File: src/rtl/hwpe_ctrl_uloop_issue.sv
// Controller-side driver for the microloop engine: issues clear/enable pulses,
// captures flag replies and forwards them as a credit-managed stream of offset tuples.
module hwpe_ctrl_uloop_issue #(
  parameter int unsigned NB_REG     = 4,
  parameter int unsigned REG_WIDTH  = 32,
  parameter int unsigned NB_LOOPS   = 6,
  parameter int unsigned CNT_WIDTH  = 16,
  parameter int unsigned FIFO_DEPTH = 2
) (
  input  logic                            clk_i,
  input  logic                            rst_ni,
  input  logic                            test_mode_i,
  input  logic                            clear_i,
  input  logic                            start_i,
  output logic                            busy_o,
  output logic                            done_o,
  output logic [31:0]                     iter_cnt_o,
  output logic                            uloop_enable_o,
  output logic                            uloop_clear_o,
  input  logic                            uloop_ready_i,
  input  logic                            uloop_valid_i,
  input  logic                            uloop_done_i,
  input  logic [$clog2(NB_LOOPS)-1:0]     uloop_loop_i,
  input  logic [NB_REG*REG_WIDTH-1:0]     uloop_offs_i,
  input  logic [NB_LOOPS*CNT_WIDTH-1:0]   uloop_idx_i,
  output logic                            offs_valid_o,
  input  logic                            offs_ready_i,
  output logic [NB_REG*REG_WIDTH-1:0]     offs_data_o,
  output logic [NB_LOOPS*CNT_WIDTH-1:0]   offs_idx_o,
  output logic [$clog2(NB_LOOPS)-1:0]     offs_loop_o,
  output logic                            offs_last_o
);

  localparam int unsigned LW = $clog2(NB_LOOPS);
  localparam int unsigned OW = NB_REG * REG_WIDTH;
  localparam int unsigned IW = NB_LOOPS * CNT_WIDTH;
  localparam int unsigned EW = OW + IW + LW + 1;
  localparam int unsigned PW = $clog2(FIFO_DEPTH);
  localparam int unsigned CW = PW + 1;

  localparam logic [2:0] IDLE  = 3'd0;
  localparam logic [2:0] CLR   = 3'd1;
  localparam logic [2:0] REQ   = 3'd2;
  localparam logic [2:0] WAIT  = 3'd3;
  localparam logic [2:0] DRAIN = 3'd4;
  localparam logic [2:0] DONE  = 3'd5;

  logic [2:0]    r_state;
  logic [2:0]    w_state_next;
  logic [EW-1:0] r_mem [FIFO_DEPTH];
  logic [PW-1:0] r_wr_ptr;
  logic [PW-1:0] r_rd_ptr;
  logic [CW-1:0] r_count;
  logic [CW-1:0] r_credits;
  logic          r_busy;
  logic [31:0]   r_iter_cnt;
  logic          w_push;
  logic          w_pop;
  logic          w_enable;
  logic          w_start;
  logic          w_empty_next;
  logic [EW-1:0] w_head;
  logic          w_unused;

  assign w_unused = test_mode_i;

  // Credits cover both stored tuples and in-flight requests, so a push always finds room.
  assign w_enable     = ~clear_i & (r_state == REQ) & (r_credits != '0) & uloop_ready_i;
  assign w_push       = ~clear_i & (r_state == WAIT) & uloop_valid_i;
  assign w_pop        = ~clear_i & offs_valid_o & offs_ready_i;
  assign w_start      = (r_state == IDLE) & start_i;
  assign w_empty_next = (r_count == '0) | ((r_count == CW'(1)) & w_pop);

  always_comb begin
    w_state_next = r_state;
    case (r_state)
      IDLE:    if (start_i) w_state_next = CLR;
      CLR:     w_state_next = REQ;
      REQ:     if (w_enable) w_state_next = WAIT;
      WAIT:    if (uloop_valid_i) w_state_next = uloop_done_i ? DRAIN : REQ;
      DRAIN:   if (w_empty_next) w_state_next = DONE;
      DONE:    w_state_next = IDLE;
      default: w_state_next = IDLE;
    endcase
  end

  always_ff @(posedge clk_i or negedge rst_ni) begin
    if (!rst_ni) begin
      r_state    <= IDLE;
      r_wr_ptr   <= '0;
      r_rd_ptr   <= '0;
      r_count    <= '0;
      r_credits  <= CW'(FIFO_DEPTH);
      r_busy     <= 1'b0;
      r_iter_cnt <= '0;
    end else if (clear_i) begin
      r_state    <= IDLE;
      r_wr_ptr   <= '0;
      r_rd_ptr   <= '0;
      r_count    <= '0;
      r_credits  <= CW'(FIFO_DEPTH);
      r_busy     <= 1'b0;
      r_iter_cnt <= '0;
    end else begin
      r_state <= w_state_next;
      if (w_push) r_wr_ptr <= r_wr_ptr + PW'(1);
      if (w_pop)  r_rd_ptr <= r_rd_ptr + PW'(1);
      case ({w_push, w_pop})
        2'b10:   r_count <= r_count + CW'(1);
        2'b01:   r_count <= r_count - CW'(1);
        default: r_count <= r_count;
      endcase
      case ({w_enable, w_pop})
        2'b10:   r_credits <= r_credits - CW'(1);
        2'b01:   r_credits <= r_credits + CW'(1);
        default: r_credits <= r_credits;
      endcase
      if (w_start) begin
        r_iter_cnt <= '0;
      end else if (w_pop) begin
        r_iter_cnt <= r_iter_cnt + 32'd1;
      end
      if (w_start) begin
        r_busy <= 1'b1;
      end else if (r_state == DONE) begin
        r_busy <= 1'b0;
      end
    end
  end

  // Storage needs no reset: an entry is only observable once written and counted.
  always_ff @(posedge clk_i) begin
    if (w_push) r_mem[r_wr_ptr] <= {uloop_offs_i, uloop_idx_i, uloop_loop_i, uloop_done_i};
  end

  assign w_head = offs_valid_o ? r_mem[r_rd_ptr] : '0;

  assign offs_valid_o   = (r_count != '0);
  assign offs_data_o    = w_head[EW-1 -: OW];
  assign offs_idx_o     = w_head[LW+1 +: IW];
  assign offs_loop_o    = w_head[1 +: LW];
  assign offs_last_o    = w_head[0];
  assign uloop_enable_o = w_enable;
  assign uloop_clear_o  = clear_i | (r_state == CLR);
  assign done_o         = (r_state == DONE);
  assign busy_o         = r_busy;
  assign iter_cnt_o     = r_iter_cnt;

endmodule
File: config.mk
export PLATFORM = sky130hd
export DESIGN_NAME = hwpe_ctrl_uloop_issue
export DESIGN_NICKNAME = d
export VERILOG_FILES = /design/src/rtl/hwpe_ctrl_uloop_issue.sv
export SDC_FILE = /design/constraint.sdc
export NUM_CORES = 1
export LEC_CHECK = 0
export CORE_MARGIN = 10
export CORE_UTILIZATION = 40
export CTS_CLUSTER_DIAMETER = 40
export DETAILED_ROUTE_END_ITERATION = 7
export GPL_TIMING_DRIVEN = 0
export PLACE_DENSITY = 0.7
export SYNTH_ARGS = -nofsm -noshare
export SYNTH_HDL_FRONTEND = slang
export SYNTH_SLANG_ARGS = --single-unit
File: constraint.sdc
create_clock -name clk_i -period 18.9 [get_ports clk_i]
set_input_delay 4.725 -clock clk_i [delete_from_list [all_inputs] [get_ports clk_i]]
set_output_delay 4.725 -clock clk_i [all_outputs]
set_load 0.05 [all_outputs]
==> flow_summary.json, run 1 <==
{
  "status": "finished clean",
  "drive_above_1_share": 0.0937,
  "internal_power_uw": 2460,
  "drtIter0Drc": 796,
  "synth.distinct_cells": 48,
  "avgSynthCellArea_um2": 15.9,
  "yosysWarnings": 0,
  "clkTransAtPathRegs_ns": 0.06,
  "crit_type": "in -> out",
  "power.total_uw": 4030,
  "grt_pass1_wl_um": 82100,
  "post-cts-setup-buffers": 0,
  "crit_path_end_kind": "output port",
  "gp_congestion": 0.830,
  "grt_pass1_vias": 13300,
  "chipWidth_um": 240,
  "relSlewSlack": 0.409,
  "start_util": 0.406,
  "hold_buffers": 0,
  "fin_crit_sh": 0.590,
  "cp.arrival_ns": 6.42,
  "cts_buffer_depth": 3,
  "finalClockSkew_ns": 0.0146,
  "finalMaxSlewViolations": 0,
  "ios": 501,
  "rows": 80,
  "synth_most_common_cell": "edfxtp_1",
  "portBuffers": 498,
  "synth_area_leaders": "edfxtp_1 (70%), mux2i_1 (12%), dfrtp_1 (5.3%)",
  "synth_seq_cells": 498,
  "setup_tns_ns": 0,
  "htreeDepth": 3,
  "route.detailed.drc": 0,
  "synth_ff_type": "edfxtp_1",
  "holdPathStages": 2,
  "ys_async_sr_fraction": 0.0843,
  "whs_endpoint": "iter_cnt_o[31]",
  "routed_wl_um": 55700,
  "ant_nets": 0,
  "hold_path_class": "reg -> reg",
  "cts-resized-gates": 0,
  "vias": 12600,
  "timing.rr.start": "r_state[0]",
  "via_per_inst": 5.06,
  "cap_viol_max_count": 0,
  "ir_drop_mv": 0.115,
  "seq_power_share": 0.303,
  "nets": 2064,
  "chipHeight_um": 240,
  "post_dp_cell_area_um2": 25900,
  "synth_nets": 1463,
  "wl_per_cell_um": 22.3,
  "synth_top_area_share": 0.704,
  "clock-sinks": 498,
  "synth.largest_area_cell": "edfxtp_1",
  "multi_input_area_um2": 4410,
  "synth_edf_count": 456,
  "hp-start": "iter_cnt_o[31]",
  "dp.cells": 2368,
  "netlist_area_um2": 19400,
  "cp_data_required_time_ns": 14.18,
  "dieArea_um2": 57800,
  "fillers": 3654,
  "layout_setup_ws_ns": 7.76,
  "drt_first_pass_iters": 5,
  "cts_tree": "yes",
  "ys_seq_area_frac": 0.758,
  "netlist_instances": 1224,
  "sw_frac_of_total": 0.390,
  "grt_max_degree": 35,
  "design_area_um2": 28200,
  "r2r_slack_ns": 15.71,
  "antenna_found_initial": 9,
  "r2r_end": "r_mem[1][208]",
  "min_period_ns": 11.14,
  "rsz0062_at_grt": "no",
  "area_growth_syn_to_layout_pct": 45.1,
  "power_frac_comb": 0.383,
  "cts_made_buffers": 70,
  "grtUsageTotal": 0.188,
  "coreArea_um2": 47900,
  "setup_viol": 0,
  "dp_hpwl_um": 41300,
  "power.switching_uw": 1570,
  "critPathLaunchType": "input port",
  "overflow": 0,
  "power_frac_clock": 0.313,
  "root_buffer": "clkbuf_16",
  "dp_slack_ns": 7.74,
  "clk_latency_ns": 0.60,
  "synth_common_cells": "edfxtp_1 (456), nor2_1 (247), mux2i_1 (230), dfrtp_1 (41), clkbuf_1 (35)",
  "hold_viol_final": 0,
  "ff2ff_path_depth": 8,
  "cp_max_fo": 4,
  "p_leak_uw": 0.00925,
  "regArea_um2": 14700,
  "fmax_mhz": 89.7,
  "pwr_density_cell_nw_per_um2": 143,
  "instances_no_fill": 2497,
  "worst_pin_slew_ns": 0.886
}
[worst max-delay path by stage]
stage                        startpoint        endpoint  depth (start not counted)
after floorplan           uloop_valid_i     r_mem[1][0]                          2
after global placement    uloop_valid_i   r_mem[1][145]                          3
after detailed placement  uloop_ready_i  uloop_enable_o                          4
after CTS                 uloop_ready_i  uloop_enable_o                          4
after global routing      uloop_ready_i  uloop_enable_o                          4
final                     uloop_ready_i  uloop_enable_o                          4
[stage by stage]
stage          utilization  hold slack, ns
3_5_place_dp         0.540           0.556
2_1_floorplan            -           0.536
4_1_cts              0.588           0.563
6_report             0.588           0.555
5_1_grt              0.588           0.572
3_3_place_gp         0.526           0.535
[placed cells by master (no fill, tap or decap), types with 6 or more instances in the layout]
cell type        instances
xor2_1                   6
clkinv_4                 6
a21oi_1                 27
nand3_1                 12
nand2_1                 20
clkinv_2                 7
clkdlybuf4s50_1        497
o31ai_1                 17
or4_1                   17
clkinv_1                 9
buf_2                   25
inv_6                    6
buf_8                   13
clkbuf_1                43
xnor2_1                  9
o21ai_0                  6
clkinvlp_4               6
clkbuf_16               70
nand4_1                 11
or3_1                    6
nor2_1                 247
edfxtp_1               456
dfrtp_1                 41
mux2i_1                230
buf_16                  17
buf_1                    6
[kinds of logic after synthesis]
group / after synthesis / synth area share
mux: 231 / 0.119
simple gates: 346 / 0.0797
fa+ha+maj: 3 / 0.00193
flops: 498 / 0.758
compound gates: 59 / 0.0184
xor+xnor: 15 / 0.00676
buf+inv: 72 / 0.0160
[power groups by stage]
stage               sequential, uW  combinational, uW  clock, uW
floorplan                     1250                981          0
global placement              1250               1550          0
detailed placement            1240               1560          0
CTS                           1220               1570       1290
global route                  1220               1620       1340
finish                        1220               1550       1260
[area by class of cell]
| cell class | count | share of cell area |
|---|---|---|
| inverter | 5 | 0.000665 |
| clock buffer | 79 | 0.0636 |
| clock inverter | 47 | 0.0180 |
| multi-input combinational | 654 | 0.156 |
| antenna | 3 | 0.000266 |
| tap | 615 | 0.0273 |
| buffer | 67 | 0.0104 |
| sequential | 498 | 0.523 |
| timing repair buffer | 529 | 0.201 |
[layer usage]
| layer | part of all wire | vias up | global-route usage |
|---|---|---|---|
| met5 | 0.0016 | - | 0 |
| met4 | 0.022 | 10 | 0.0673 |
| met3 | 0.097 | 81 | 0.0732 |
| met2 | 0.51 | 457 | 0.319 |
| met1 | 0.37 | 6273 | 0.211 |
| li1 | - | 5809 | - |
[critical path: stages]
cell             delay (ns)
clkdlybuf4s50_1        0.48
o211ai_1               0.15
nor2_1                 0.20
clkdlybuf4s50_1        0.86
[registers in the layout (all words and copies together), names as in the netlist]
name	flops
busy_o	1
iter_cnt_o	32
r_count	2
r_credits	2
r_mem	456
r_rd_ptr	1
r_state	3
r_wr_ptr	1
(Power assumes the default switching activity.)
==> run 2, diff against run 1 <==
Settings changed: PLACE_DENSITY 0.7 to 0.68.
Clock period 18.9 ns to 10.4 ns, I/O delays scaled along.
==> run 2 against run 1 <==
Compared with the run above: clock skew increased by 0.0046 ns; final cell count up 0.20%; register-to-register slack got worse by 8.5 ns; clock-buffer cell count decreased by 2; final area up 0.60%; sequential share of layout area decreased by 0.31 points; die area unchanged; worst hold slack improved by 0.0047 ns; clock power grew 90%; non-clock buffer count is the same; critical endpoint unchanged; highest routed layer unchanged.
==> flow_summary.json, run 2 (synthesized netlist as in run 1, its figures left out) <==
{
  "status": "finished clean",
  "clk_latency_ns": 0.59,
  "dp_hpwl_um": 40800,
  "p_leak_uw": 0.00933,
  "power.switching_uw": 2840,
  "cap_viol_max_count": 0,
  "cts_tree": "yes",
  "fillers": 3590,
  "wl_per_cell_um": 21.9,
  "coreArea_um2": 47900,
  "route.detailed.drc": 0,
  "regArea_um2": 14700,
  "cts-resized-gates": 0,
  "sw_frac_of_total": 0.383,
  "area_growth_syn_to_layout_pct": 46.0,
  "pwr_density_cell_nw_per_um2": 261,
  "chipWidth_um": 240,
  "fmax_mhz": 145,
  "rows": 80,
  "antenna_found_initial": 12,
  "dieArea_um2": 57800,
  "multi_input_area_um2": 4410,
  "power.total_uw": 7410,
  "hold_buffers": 0,
  "clock-sinks": 498,
  "timing.hold.ws_ns": 0.559,
  "power_frac_clock": 0.323,
  "crit_type": "in -> out",
  "rsz0062_at_grt": "no",
  "internal_power_uw": 4570,
  "crit_chain": "buf_2 > or3_1 > nor2_1 > clkdlybuf4s50_1",
  "min_period_ns": 6.88,
  "finalClockSkew_ns": 0.0192,
  "chipHeight_um": 240,
  "cts_made_buffers": 71,
  "overflow": 0,
  "via_per_inst": 4.96,
  "fin_crit_sh": 0.662,
  "ant_nets": 0,
  "start_util": 0.406,
  "slowest_delay_ns": 0.85,
  "dp.cells": 2368,
  "cp_slowest_cell": "clkdlybuf4s50_1",
  "hold_viol_final": 0,
  "nets": 2065,
  "top_register": "r_mem",
  "htreeDepth": 3,
  "gp_congestion": 0.875,
  "drt_first_pass_iters": 5,
  "cts_buffer_depth": 3,
  "cp.arrival_ns": 4.28,
  "ir_drop_mv": 0.186,
  "cp_max_fo": 10,
  "crit_path_end_kind": "output port",
  "instances_no_fill": 2502,
  "grtUsageTotal": 0.186,
  "largest_reg_flops": 456,
  "routed_wl_um": 54900,
  "hold_path_class": "reg -> reg",
  "grt_max_degree": 36,
  "finalMaxSlewViolations": 0,
  "clkTransAtPathRegs_ns": 0.05,
  "grt_pass1_vias": 13200,
  "cp_data_required_time_ns": 7.80,
  "design_area_um2": 28400,
  "setup_viol": 0,
  "relSlewSlack": 0.354,
  "vias": 12400,
  "worst_pin_slew_ns": 0.969,
  "drtIter0Drc": 658,
  "root_buffer": "clkbuf_16",
  "seq_power_share": 0.300,
  "portBuffers": 498,
  "final_common_cell": "clkdlybuf4s50_1",
  "post_dp_cell_area_um2": 26000,
  "drive_above_1_share": 0.0978,
  "critPathLaunchType": "input port",
  "post-cts-setup-buffers": 0,
  "ios": 501,
  "power_frac_comb": 0.377,
  "grt_pass1_wl_um": 80800,
  "most-common-layout-cells": "clkdlybuf4s50_1 (497), edfxtp_1 (456), nor2_1 (247)"
}
[run 2: cell types whose count changed in the layout (fill, tap and decap cells not counted), sizes merged]
cell | before | now
clkinvlp | 6 | 5
bufinv | 4 | 6
diode | 3 | 6
inv | 16 | 21
clkbuf | 114 | 112
clkinv | 26 | 24
[run 2: stage by stage]
stage / TNS (ns) / util / setup WS [ns]
2_1_floorplan: 0 / - / 1.15
3_3_place_gp: -1206.62 / 0.526 / -2.90
3_5_place_dp: 0 / 0.542 / 3.51
4_1_cts: 0 / 0.592 / 3.49
5_1_grt: 0 / 0.592 / 3.42
6_report: 0 / 0.592 / 3.52
[run 2: layer usage]
layer	wire (um)	GRT usage	share of wire
met1	19700	0.201	0.36
met3	6230	0.0828	0.11
met5	99	0	0.0018
met2	27800	0.318	0.51
met4	1040	0.0640	0.019
[run 2: cell type report]
| cell class | count | share of cell area |
|---|---|---|
| buffer | 67 | 0.0103 |
| antenna | 6 | 0.000529 |
| clock buffer | 77 | 0.0656 |
| inverter | 5 | 0.000661 |
| sequential | 498 | 0.519 |
| clock inverter | 51 | 0.0191 |
| timing repair buffer | 529 | 0.202 |
| multi-input combinational | 654 | 0.155 |
| tap | 615 | 0.0271 |
[run 2: power groups by stage]
stage          logic [uW]  registers (uW)  clock network [uW]
2_1_floorplan        1780            2270                   0
3_3_place_gp         2810            2270                   0
3_5_place_dp         2820            2260                   0
4_1_cts              2830            2220                2450
5_1_grt              2930            2220                2530
6_report             2800            2220                2390
[run 2: path summary, 6_finish.rpt]
path                           startpoint        endpoint  slack [ns]  cells after the start
max                               clear_i  uloop_enable_o        3.52                      4
min                        iter_cnt_o[29]  iter_cnt_o[29]        0.56                      2
max reg2reg                    r_state[0]   r_mem[1][136]        7.18                      8
min reg2reg                iter_cnt_o[29]  iter_cnt_o[29]        0.56                      2
max in group asynchronous          rst_ni    r_credits[1]        8.02                      2
min in group asynchronous          rst_ni  iter_cnt_o[22]        1.86                      1
[run 2: worst max-delay path: cells and delay by family]
| kind | cells | cell delay (ns) |
|---|---|---|
| buffers and inverters | 2 | 1.04 |
| and+or+nand+nor | 2 | 0.64 |
==> run 3, diff against run 2 <==
Clock period 10.4 ns to 7 ns, I/O delays scaled along.
==> run 3 against run 2 <==
Compared with the run above: die area unchanged; critical path type is now reg -> out; clock-buffer cell count up 6; highest routed layer unchanged; worst setup slack worse by 2.3 ns; power up 46%; core utilization down 0.40 points.
==> flow_summary.json, run 3 (synthesized netlist as in run 1, its figures left out) <==
{
  "cts_buffer_depth": 3,
  "drive_above_1_share": 0.0966,
  "post-cts-setup-buffers": 0,
  "antenna_found_initial": 15,
  "top_register": "r_mem",
  "cts-resized-gates": 0,
  "post_dp_cell_area_um2": 25900,
  "area_growth_syn_to_layout_pct": 45.0,
  "cp_slowest_cell": "clkdlybuf4s50_1",
  "ir_drop_mv": 0.286,
  "finalClockSkew_ns": 0.0141,
  "gr-usage-met1": 0.205,
  "grt_pass1_wl_um": 81100,
  "grt_most_used_layer": "met2",
  "drt_first_pass_iters": 5,
  "dp_hpwl_um": 41500,
  "dieArea_um2": 57800,
  "fin_crit_sh": 0.822,
  "nets": 2067,
  "chipWidth_um": 240,
  "crit_path_end_kind": "output port",
  "crit_type": "reg -> out",
  "timing.rr.start": "r_state[0]",
  "design_area_um2": 28200,
  "cp_max_fo": 10,
  "p_leak_uw": 0.00925,
  "fmax_mhz": 174,
  "routed_wl_um": 55800,
  "dp.cells": 2370,
  "grtUsageTotal": 0.188,
  "hold_path_class": "reg -> reg",
  "coreArea_um2": 47900,
  "most-common-layout-cells": "clkdlybuf4s50_1 (497), edfxtp_1 (456), nor2_1 (247)",
  "start_util": 0.406,
  "via_per_inst": 4.98,
  "cts_made_buffers": 71,
  "critPathLaunchType": "flop",
  "clk_latency_ns": 0.59,
  "largest_reg_flops": 456,
  "relSlewSlack": 0.428,
  "utilization": 0.588,
  "pwr_density_cell_nw_per_um2": 383,
  "htreeDepth": 3,
  "ios": 501,
  "route.detailed.drc": 0,
  "rows": 80,
  "cp_data_required_time_ns": 5.25,
  "status": "finished clean",
  "use_met2": 0.317,
  "ant_nets": 0,
  "finalMaxSlewViolations": 0,
  "hold_viol_final": 0,
  "overflow": 0,
  "hold_buffers": 0,
  "worst_pin_slew_ns": 0.857,
  "chipHeight_um": 240,
  "final_common_cell": "clkdlybuf4s50_1",
  "grt_max_degree": 38,
  "gp_congestion": 0.846,
  "min_period_ns": 5.76,
  "setup_viol": 0,
  "path_common_cell": "clkbuf_1",
  "wl_per_cell_um": 22.3,
  "clock-sinks": 498,
  "vias": 12500,
  "rsz0062_at_grt": "no",
  "crit_start": "r_count[1]",
  "power.total_uw": 10800,
  "cap_viol_max_count": 0,
  "cp.arrival_ns": 4.01,
  "slowest_delay_ns": 0.77,
  "instances_no_fill": 2505,
  "cts_tree": "yes",
  "root_buffer": "clkbuf_16",
  "drtIter0Drc": 653,
  "clkTransAtPathRegs_ns": 0.05,
  "grt_use_met3": 0.0891,
  "grt_pass1_vias": 13200,
  "hp-start": "iter_cnt_o[31]",
  "portBuffers": 498,
  "crit_chain": "inv_1 > ha_1 > clkbuf_1 > clkbuf_1 > clkbuf_1 > nor2_1 > clkdlybuf4s50_1"
}
run 3: cell count changes in the layout (fill, tap and decap cells not counted), sizes merged:
cell,delta
clkbuf,+6
inv,-5
clkinv,+4
bufinv,-4
buf,+2
run 3: layout make-up:
cell class                      count  area [um^2]
Multi-Input combinational cell    654         4410
Buffer                             67          294
Antenna cell                        6         15.0
Clock inverter                     46          349
Inverter                            5         18.8
Sequential cell                   498        14700
Tap cell                          615          769
Timing Repair Buffer              531         5710
Clock buffer                       83         1880
Fill cell                        3682        19800
run 3: through the flow:
| stage | hold slack [ns] | setup TNS, ns | setup slack [ns] |
|---|---|---|---|
| finish | 0.553 | 0 | 1.24 |
| CTS | 0.546 | 0 | 1.06 |
| global placement | 0.533 | -2395.68 | -5.52 |
| detailed placement | 0.539 | 0 | 1.67 |
| floorplan | 0.548 | -561.21 | -1.38 |
| global route | 0.592 | 0 | 0.993 |
run 3: path summary, 6_finish.rpt:
path | endpoint | depth (start not counted) | slack (ns)
setup / recovery | offs_idx_o[31] | 7 | 1.24
hold / removal | iter_cnt_o[31] | 2 | 0.55
setup reg to reg | r_mem[1][147] | 7 | 3.87
hold reg to reg | iter_cnt_o[31] | 2 | 0.55
max in group asynchronous | r_credits[1] | 2 | 5.49
min in group asynchronous | iter_cnt_o[28] | 1 | 1.00
run 3: power breakdown:
part	leakage (uW)	switching [uW]	internal (uW)
combinational	0.00348	2860	1310
sequential	0.00468	16.9	3290
clock	0.00109	1300	2020
total	0.00925	4170	6620
run 3: per-layer routing:
metal  routed length, um  up-vias  part of all wire
met5                 138        -            0.0025
met4                 814       20             0.015
li1                    -     5820                 -
met2               28100      440              0.50
met1               20300     6120              0.36
met3                6440       67              0.12
run 3: worst max-delay path: cells and delay by family (launching register included):
family,cells,cell delay (ns)
buffers and inverters,5,2.57
DFF,1,0.40
adders and majority gates,1,0.18
and+or+nand+nor,1,0.27
